**config.mk**
```make
export PLATFORM = sky130hd
export DESIGN_NAME = display_mux_7seg_flat
export DESIGN_NICKNAME = d
export VERILOG_FILES = /design/src/rtl/seg7_pkg.sv /design/src/rtl/display_mux_7seg_if.sv /design/src/rtl/hex_to_seg7.sv /design/src/rtl/display_mux_7seg.sv /design/src/flat_wrapper.sv
export SDC_FILE = /design/constraint.sdc
export NUM_CORES = 1
export LEC_CHECK = 0
export CORE_ASPECT_RATIO = 0.7
export CORE_MARGIN = 4
export CORE_UTILIZATION = 48
export CTS_CLUSTER_SIZE = 40
export DETAILED_ROUTE_END_ITERATION = 8
export PLACE_DENSITY = 0.8
export SYNTH_ARGS = -nofsm -noshare
export SYNTH_HDL_FRONTEND = slang
export SYNTH_SLANG_ARGS = --single-unit
```
**constraint.sdc**
```tcl
create_clock -name clk -period 2.51 [get_ports clk]
set_clock_uncertainty 0.2 [all_clocks]
set_input_delay 0.6275 -clock clk [delete_from_list [all_inputs] [get_ports clk]]
set_output_delay 0.6275 -clock clk [all_outputs]
set_load 0.02 [all_outputs]
```
**src/rtl/seg7_pkg.sv**
```systemverilog
// Shared constants for the seven-segment scanner: glyph table, blank pattern, phase count.
// Latency: n/a (constants only).
// Backpressure: n/a.
package seg7_pkg;

    // Brightness phases per digit slot; phase 0 is always the anti-ghosting gap.
    localparam int BRIGHT_PHASES = 16;
    localparam logic [3:0] LAST_PHASE = 4'(BRIGHT_PHASES - 1);

    // All segments dark, decimal point dark (active-low pins).
    localparam logic [7:0] SEG_OFF = 8'hFF;

    // Active-low {g,f,e,d,c,b,a} glyphs, entry n is hex digit n (lower-case b and d).
    localparam logic [15:0][6:0] GLYPHS = {
        7'h0E,  // F
        7'h06,  // E
        7'h21,  // d
        7'h46,  // C
        7'h03,  // b
        7'h08,  // A
        7'h10,  // 9
        7'h00,  // 8
        7'h78,  // 7
        7'h02,  // 6
        7'h12,  // 5
        7'h19,  // 4
        7'h30,  // 3
        7'h24,  // 2
        7'h79,  // 1
        7'h40   // 0
    };

endpackage

```
**src/rtl/display_mux_7seg_if.sv**
```systemverilog
// Bundle of digit data/controls into the scanner and the pin-level drive coming out.
// Latency: n/a (wiring only).
// Backpressure: none; inputs are sampled once per frame, outputs are free-running.
interface display_mux_7seg_if #(
    parameter int NUM_DIGITS = 4
);
    logic [4*NUM_DIGITS-1:0] data;
    logic [NUM_DIGITS-1:0]   dp;
    logic                    lz_blank;
    logic [3:0]              brightness;
    logic [7:0]              seg;
    logic [NUM_DIGITS-1:0]   digit;
    logic                    frame_start;

    // Source of digit values (counting logic / bench).
    modport master (
        output data, dp, lz_blank, brightness,
        input  seg, digit, frame_start
    );

    // The scanner itself.
    modport slave (
        input  data, dp, lz_blank, brightness,
        output seg, digit, frame_start
    );
endinterface

```
**src/rtl/hex_to_seg7.sv**
```systemverilog
// Combinational hex nibble + decimal point to active-low {dp,g,f,e,d,c,b,a} pattern.
// Latency: 0 cycles (pure combinational).
// Backpressure: none.
module hex_to_seg7
    import seg7_pkg::*;
(
    input  logic [3:0] nibble,
    input  logic       dp,
    output logic [7:0] seg
);
    assign seg = {~dp, GLYPHS[nibble]};
endmodule

```
**src/rtl/display_mux_7seg.sv**
```systemverilog
// Time-multiplexed common-anode 7-seg scanner with LZ blanking, 16-level PWM and gap phase.
// Latency: SEG/DIGIT registered, 1 cycle after counters; inputs take effect at next frame snapshot.
// Backpressure: none; free-running scan, inputs are snapshotted once per frame.
module display_mux_7seg
    import seg7_pkg::*;
#(
    parameter int NUM_DIGITS = 4,
    parameter int PHASE_LEN  = 3125
) (
    input  logic                   clk,
    input  logic                   rst,
    display_mux_7seg_if.slave      bus
);
    localparam int PC_W   = (PHASE_LEN > 1) ? $clog2(PHASE_LEN) : 1;
    localparam int SLOT_W = $clog2(NUM_DIGITS);

    logic [PC_W-1:0]         phase_cnt_q, phase_cnt_d;
    logic [3:0]              phase_q, phase_d;
    logic [SLOT_W-1:0]       slot_q, slot_d;
    logic [4*NUM_DIGITS-1:0] data_q, data_d;
    logic [NUM_DIGITS-1:0]   dp_q, dp_d;
    logic                    lz_q, lz_d;
    logic [3:0]              bright_q, bright_d;
    logic [7:0]              seg_q, seg_d;
    logic [NUM_DIGITS-1:0]   digit_q, digit_d;
    logic                    frame_start_q, frame_start_d;

    logic                    snapshot;
    logic [NUM_DIGITS-1:0]   blank_vec;
    logic                    zero_run;
    logic [7:0]              dec_seg;

    // Single decoder on the nibble of the slot currently being scanned.
    hex_to_seg7 u_dec (
        .nibble (data_q[4*slot_q +: 4]),
        .dp     (dp_q[slot_q]),
        .seg    (dec_seg)
    );

    // Leading-zero blanking from shadow values: walk down from the top digit, digit 0 always shown.
    always_comb begin
        blank_vec = '0;
        zero_run  = lz_q;
        for (int i = NUM_DIGITS - 1; i >= 1; i--) begin
            zero_run     = zero_run && (data_q[4*i +: 4] == 4'h0) && !dp_q[i];
            blank_vec[i] = zero_run;
        end
    end

    // Counter advance, frame snapshot and next output pattern for the current (slot, phase).
    always_comb begin
        phase_cnt_d   = phase_cnt_q + 1'b1;
        phase_d       = phase_q;
        slot_d        = slot_q;
        snapshot      = (slot_q == '0) && (phase_q == 4'd0) && (phase_cnt_q == '0);
        data_d        = data_q;
        dp_d          = dp_q;
        lz_d          = lz_q;
        bright_d      = bright_q;
        seg_d         = SEG_OFF;
        digit_d       = '1;
        frame_start_d = snapshot;

        if (phase_cnt_q == PC_W'(PHASE_LEN - 1)) begin
            phase_cnt_d = '0;
            phase_d     = phase_q + 4'd1;
            if (phase_q == LAST_PHASE) begin
                slot_d = (slot_q == SLOT_W'(NUM_DIGITS - 1)) ? '0 : slot_q + 1'b1;
            end
        end

        if (snapshot) begin
            data_d   = bus.data;
            dp_d     = bus.dp;
            lz_d     = bus.lz_blank;
            bright_d = bus.brightness;
        end

        // Phase 0 is the gap; a blanked digit stays enabled so every digit gets equal on-time.
        if ((phase_q != 4'd0) && (phase_q <= bright_q)) begin
            digit_d[slot_q] = 1'b0;
            seg_d           = blank_vec[slot_q] ? SEG_OFF : dec_seg;
        end
    end

    // State and output registers with synchronous reset.
    always_ff @(posedge clk) begin
        if (rst) begin
            phase_cnt_q   <= '0;
            phase_q       <= '0;
            slot_q        <= '0;
            data_q        <= '0;
            dp_q          <= '0;
            lz_q          <= 1'b0;
            bright_q      <= '0;
            seg_q         <= SEG_OFF;
            digit_q       <= '1;
            frame_start_q <= 1'b0;
        end else begin
            phase_cnt_q   <= phase_cnt_d;
            phase_q       <= phase_d;
            slot_q        <= slot_d;
            data_q        <= data_d;
            dp_q          <= dp_d;
            lz_q          <= lz_d;
            bright_q      <= bright_d;
            seg_q         <= seg_d;
            digit_q       <= digit_d;
            frame_start_q <= frame_start_d;
        end
    end

    assign bus.seg         = seg_q;
    assign bus.digit       = digit_q;
    assign bus.frame_start = frame_start_q;

endmodule

```
**src/flat_wrapper.sv**
```systemverilog
// flat-port wrapper written by rule: the top's interface ports become plain ports
module display_mux_7seg_flat import seg7_pkg::*;
#(
    parameter int NUM_DIGITS = 4,
    parameter int PHASE_LEN  = 3125
)
  (clk, rst, bus_data, bus_dp, bus_lz_blank, bus_brightness, bus_seg, bus_digit, bus_frame_start);
  display_mux_7seg_if #(.NUM_DIGITS(NUM_DIGITS)) bus_i ();
  input  logic clk;
  input  logic rst;
  input wire logic [$bits(bus_i.data)-1:0] bus_data;
  input wire logic [$bits(bus_i.dp)-1:0] bus_dp;
  input wire logic [$bits(bus_i.lz_blank)-1:0] bus_lz_blank;
  input wire logic [$bits(bus_i.brightness)-1:0] bus_brightness;
  output wire logic [$bits(bus_i.seg)-1:0] bus_seg;
  output wire logic [$bits(bus_i.digit)-1:0] bus_digit;
  output wire logic [$bits(bus_i.frame_start)-1:0] bus_frame_start;
  assign bus_i.data = bus_data;
  assign bus_i.dp = bus_dp;
  assign bus_i.lz_blank = bus_lz_blank;
  assign bus_i.brightness = bus_brightness;
  assign bus_seg = bus_i.seg;
  assign bus_digit = bus_i.digit;
  assign bus_frame_start = bus_i.frame_start;
  display_mux_7seg #(.NUM_DIGITS(NUM_DIGITS), .PHASE_LEN(PHASE_LEN)) u_core (.clk(clk), .rst(rst), .bus(bus_i));
endmodule
```
==> impl_results.md <==
* Fin crit share at 91.4%
* All-Layer GR Usage at 16.8%
* Post-Synthesis Net Count at 337
* Sequential share of the synthesized area at 42.9%
* Placed instance area at 3110 um^2
* Hold EP: u_core.dp_q[0]$_SDFFE_PP0P_
* Vias post-DR at 2,109
* RSZ-0062 raised after global routing: no
* Clock buffer depth at 2
* GR Overflow Total at 0
* Die X at 96.2 um
* WHS Path Cells at 2
* Main synth FF type: dfxtp_1
* First-pass GRT wire length at 8830 um
* Power Total at 1.75 mW
* R2R cell count at 8
* CP Capture Type: register
* Finished layout cell area at 3220 um^2
* Die area at 6710 um^2
* # setup viols final at 0
* Core ar. at 5260 um^2
* LEAKAGE at 1.27 nW
* NumNets Final at 379
* Final number of max-transition violations at 0
* Largest net degree at the start of global routing at 34
* Tmin final at 2.29 ns
* WL per Instance at 13.3 um
* Setup_tns at 0 ns
* Total CTS buffers at 5
* H-tree depth at 2
* Crit path launch type: register
* Final wirelength at 5420 um
* NetSw at 484 uW
* Max Fclk at 0.436 GHz
* # diodes at 0
* Reg2Reg Setup Slack at 0.22 ns
* Worst Tran Pin Value at 0.519 ns
* Proportion of layout cells with a drive suffix above 1 at 11.3%
* Worst EP arrival at 2.34 ns
* Clk_lat worst skew at 0.32 ns
* Initial Util at 49.7%
* Switching part of the total power at 27.6%
* Share of flip-flops with an asynchronous set or reset at 0%
* Internal Pwr Total at 1.27 mW
* Maxcap violations at 0
* Peak VDD IR at 0.000276 V
* Cell count after synthesis at 292
* Iteration-0 DRC Markers at 155
* Power per Cell Area at 545 nW/um^2
* Crit path required time at 2.56 ns
* Router iterations before antenna repair at 4
* Hold_ws at 0.263 ns
* Vias per cell at 5.18
* Post-DP HPWL at 3970 um
* Clk network pwr share at 28.7%
* Die Ht at 69.7 um
* CP Class: reg2reg
* Synth unique cells at 42
* CTS sink cnt at 56
* Site Rows at 22
* Avg Inst Size Synth at 8.95 um^2
* Yosys Warn Count at 0
* Sequential Power Share at 55.3%
* Hold_sp: u_core.dp_q[0]$_SDFFE_PP0P_
* Flops & latches, synth at 56
* R2R Path Start: u_core.slot_q[0]$_SDFFE_PP0P_
* Reg clk slew, reported paths at 0.10 ns
* Reg-to-reg endpoint: u_core.bright_q[3]$_SDFFE_PP0P_
* CP Max Fanout at 25
* Post-Synthesis Cell Area at 2610 um^2
* Drt drc at 0
* Outcome: complete, no violations
* I/O Buffers at 39
* Post-route ant nets at 0
* Initial antenna violation count at 0
* Vias in the first global route at 1,910
* Final-report hold violation count at 0
* I/O pins at 40
* Worst slew margin at 65.3%
* CTS tree: yes
* Routability cong. at 0.918
* Post-synth EDFFs at 0
* Layout area overhead at 23.1%
* Hold Path Class: reg2reg
* Part of the power in combinational logic at 16.0%
* Root Driver: clkbuf_8
-- per-stage QoR --
stage	util, %	worst slack [ns]	std cells
6_report	61.2	0.216	407
5_1_grt	61.2	0.0419	407
4_1_cts	60.9	0.154	406
3_5_place_dp	59.2	0.185	398
3_3_place_gp	59.2	0.234	398
2_1_floorplan	-	0.126	292
-- power groups by stage --
stage          Combinational, mW  Clock [mW]  Sequential (mW)
4_1_cts                    0.280       0.518            0.968
3_3_place_gp               0.270           0            0.987
5_1_grt                    0.314       0.555            0.976
6_report                   0.280       0.503            0.969
2_1_floorplan              0.185           0            0.976
3_5_place_dp               0.278           0            0.988
-- state kept, by name, indices dropped and copies added (netlist names) --
signal	flops
u_core.phase_cnt_q	12
u_core.dp_q	4
u_core.bus.frame_start	1
u_core.lz_q	1
u_core.bright_q	4
u_core.data_q	16
u_core.phase_q	4
u_core.bus.seg	8
u_core.bus.digit	4
u_core.slot_q	2
-- routing by layer --
metal,track usage [%],vias up,routed length [um]
met5,0,-,0
met4,6.15,0,86
met3,4.77,8,356
met2,21.5,56,2200
met1,25.9,962,2780
li1,-,1083,-
-- synth_stat cells (3+ instances only) --
| cell | number | share of area, % |
|---|---|---|
| clkbuf_1 | 8 | 1.1 |
| buf_2 | 5 | 0.96 |
| and3_1 | 5 | 1.2 |
| nand2_1 | 66 | 9.5 |
| inv_1 | 13 | 1.9 |
| ha_1 | 18 | 8.6 |
| a22oi_1 | 3 | 0.86 |
| nor2_1 | 20 | 2.9 |
| mux2_2 | 5 | 2.2 |
| xor2_1 | 8 | 2.7 |
| xnor2_1 | 5 | 1.7 |
| mux4_2 | 5 | 4.3 |
| nor3b_1 | 3 | 0.86 |
| nand3_1 | 10 | 1.9 |
| dfxtp_1 | 56 | 43 |
| a21oi_1 | 26 | 5.0 |
| mux2i_1 | 3 | 1.1 |
-- cell type report --
class / count / area [um^2]
fill: 452 / 2040
clock inverter: 3 / 22.5
inverter: 13 / 48.8
timing repair buffer: 49 / 478
clock buffer: 5 / 68.8
multi-input combinational: 209 / 1390
tap: 72 / 90.1
sequential: 56 / 1120
-- worst max path at each step --
stage | start | endpoint | slack, ns | depth (start not counted)
after floorplan | u_core.slot_q[1]$_SDFFE_PP0P_ | u_core.bright_q[3]$_SDFFE_PP0P_ | 0.13 | 10
after global placement | rst | u_core.bus.seg[5]$_SDFF_PP1_ | 0.23 | 4
after detailed placement | u_core.slot_q[0]$_SDFFE_PP0P_ | u_core.dp_q[1]$_SDFFE_PP0P_ | 0.18 | 8
after CTS | u_core.slot_q[0]$_SDFFE_PP0P_ | u_core.bright_q[3]$_SDFFE_PP0P_ | 0.15 | 8
after global routing | u_core.slot_q[0]$_SDFFE_PP0P_ | u_core.dp_q[1]$_SDFFE_PP0P_ | 0.04 | 8
final | u_core.slot_q[0]$_SDFFE_PP0P_ | u_core.bright_q[3]$_SDFFE_PP0P_ | 0.22 | 8
-- layout by cell type, fill, tap and decap left out, types with 3 or more instances in the layout --
master	synthesis	routed
a21oi_1	26	26
a22oi_1	3	3
and3_1	5	5
buf_4	0	9
clkbuf_8	0	5
clkdlybuf4s50_1	0	39
dfxtp_1	56	56
ha_1	18	18
inv_1	13	13
mux2_2	5	5
mux2i_1	3	3
mux4_2	5	5
nand2_1	66	66
nand3_1	10	10
nor2_1	20	20
nor3b_1	3	3
xnor2_1	5	5
xor2_1	8	8
-- worst max-delay path: stages, from the launching register on --
cell,delay [ns]
dfxtp_1,0.42
inv_1,0.12
ha_1,0.18
or4b_1,0.46
nor3_2,0.17
and3_1,0.23
buf_12,0.17
nand2_1,0.10
a21oi_1,0.15
-- logic make-up (layout without fill, tap and decap cells) --
| kind of cell | count (synthesis) | after routing | synth area share [%] |
|---|---|---|---|
| XOR/XNOR | 13 | 13 | 4.36 |
| multiplexers | 13 | 13 | 7.61 |
| adder cells (fa/ha/maj) | 18 | 18 | 8.62 |
| buffers and inverters | 27 | 70 | 4.17 |
| flip-flops | 56 | 56 | 42.9 |
| AO/OA/AOI/OAI | 43 | 43 | 10.2 |
| AND/OR/NAND/NOR | 122 | 122 | 22.1 |
-- repair_timing --
item,4_1_cts,5_1_grt
endpoints found under the hold margin,0,0
buffers inserted,0,1
gates resized for setup,0,1
hold buffers,0,0
endpoints found under the setup margin,0,26
(Power assumes the default switching activity.)
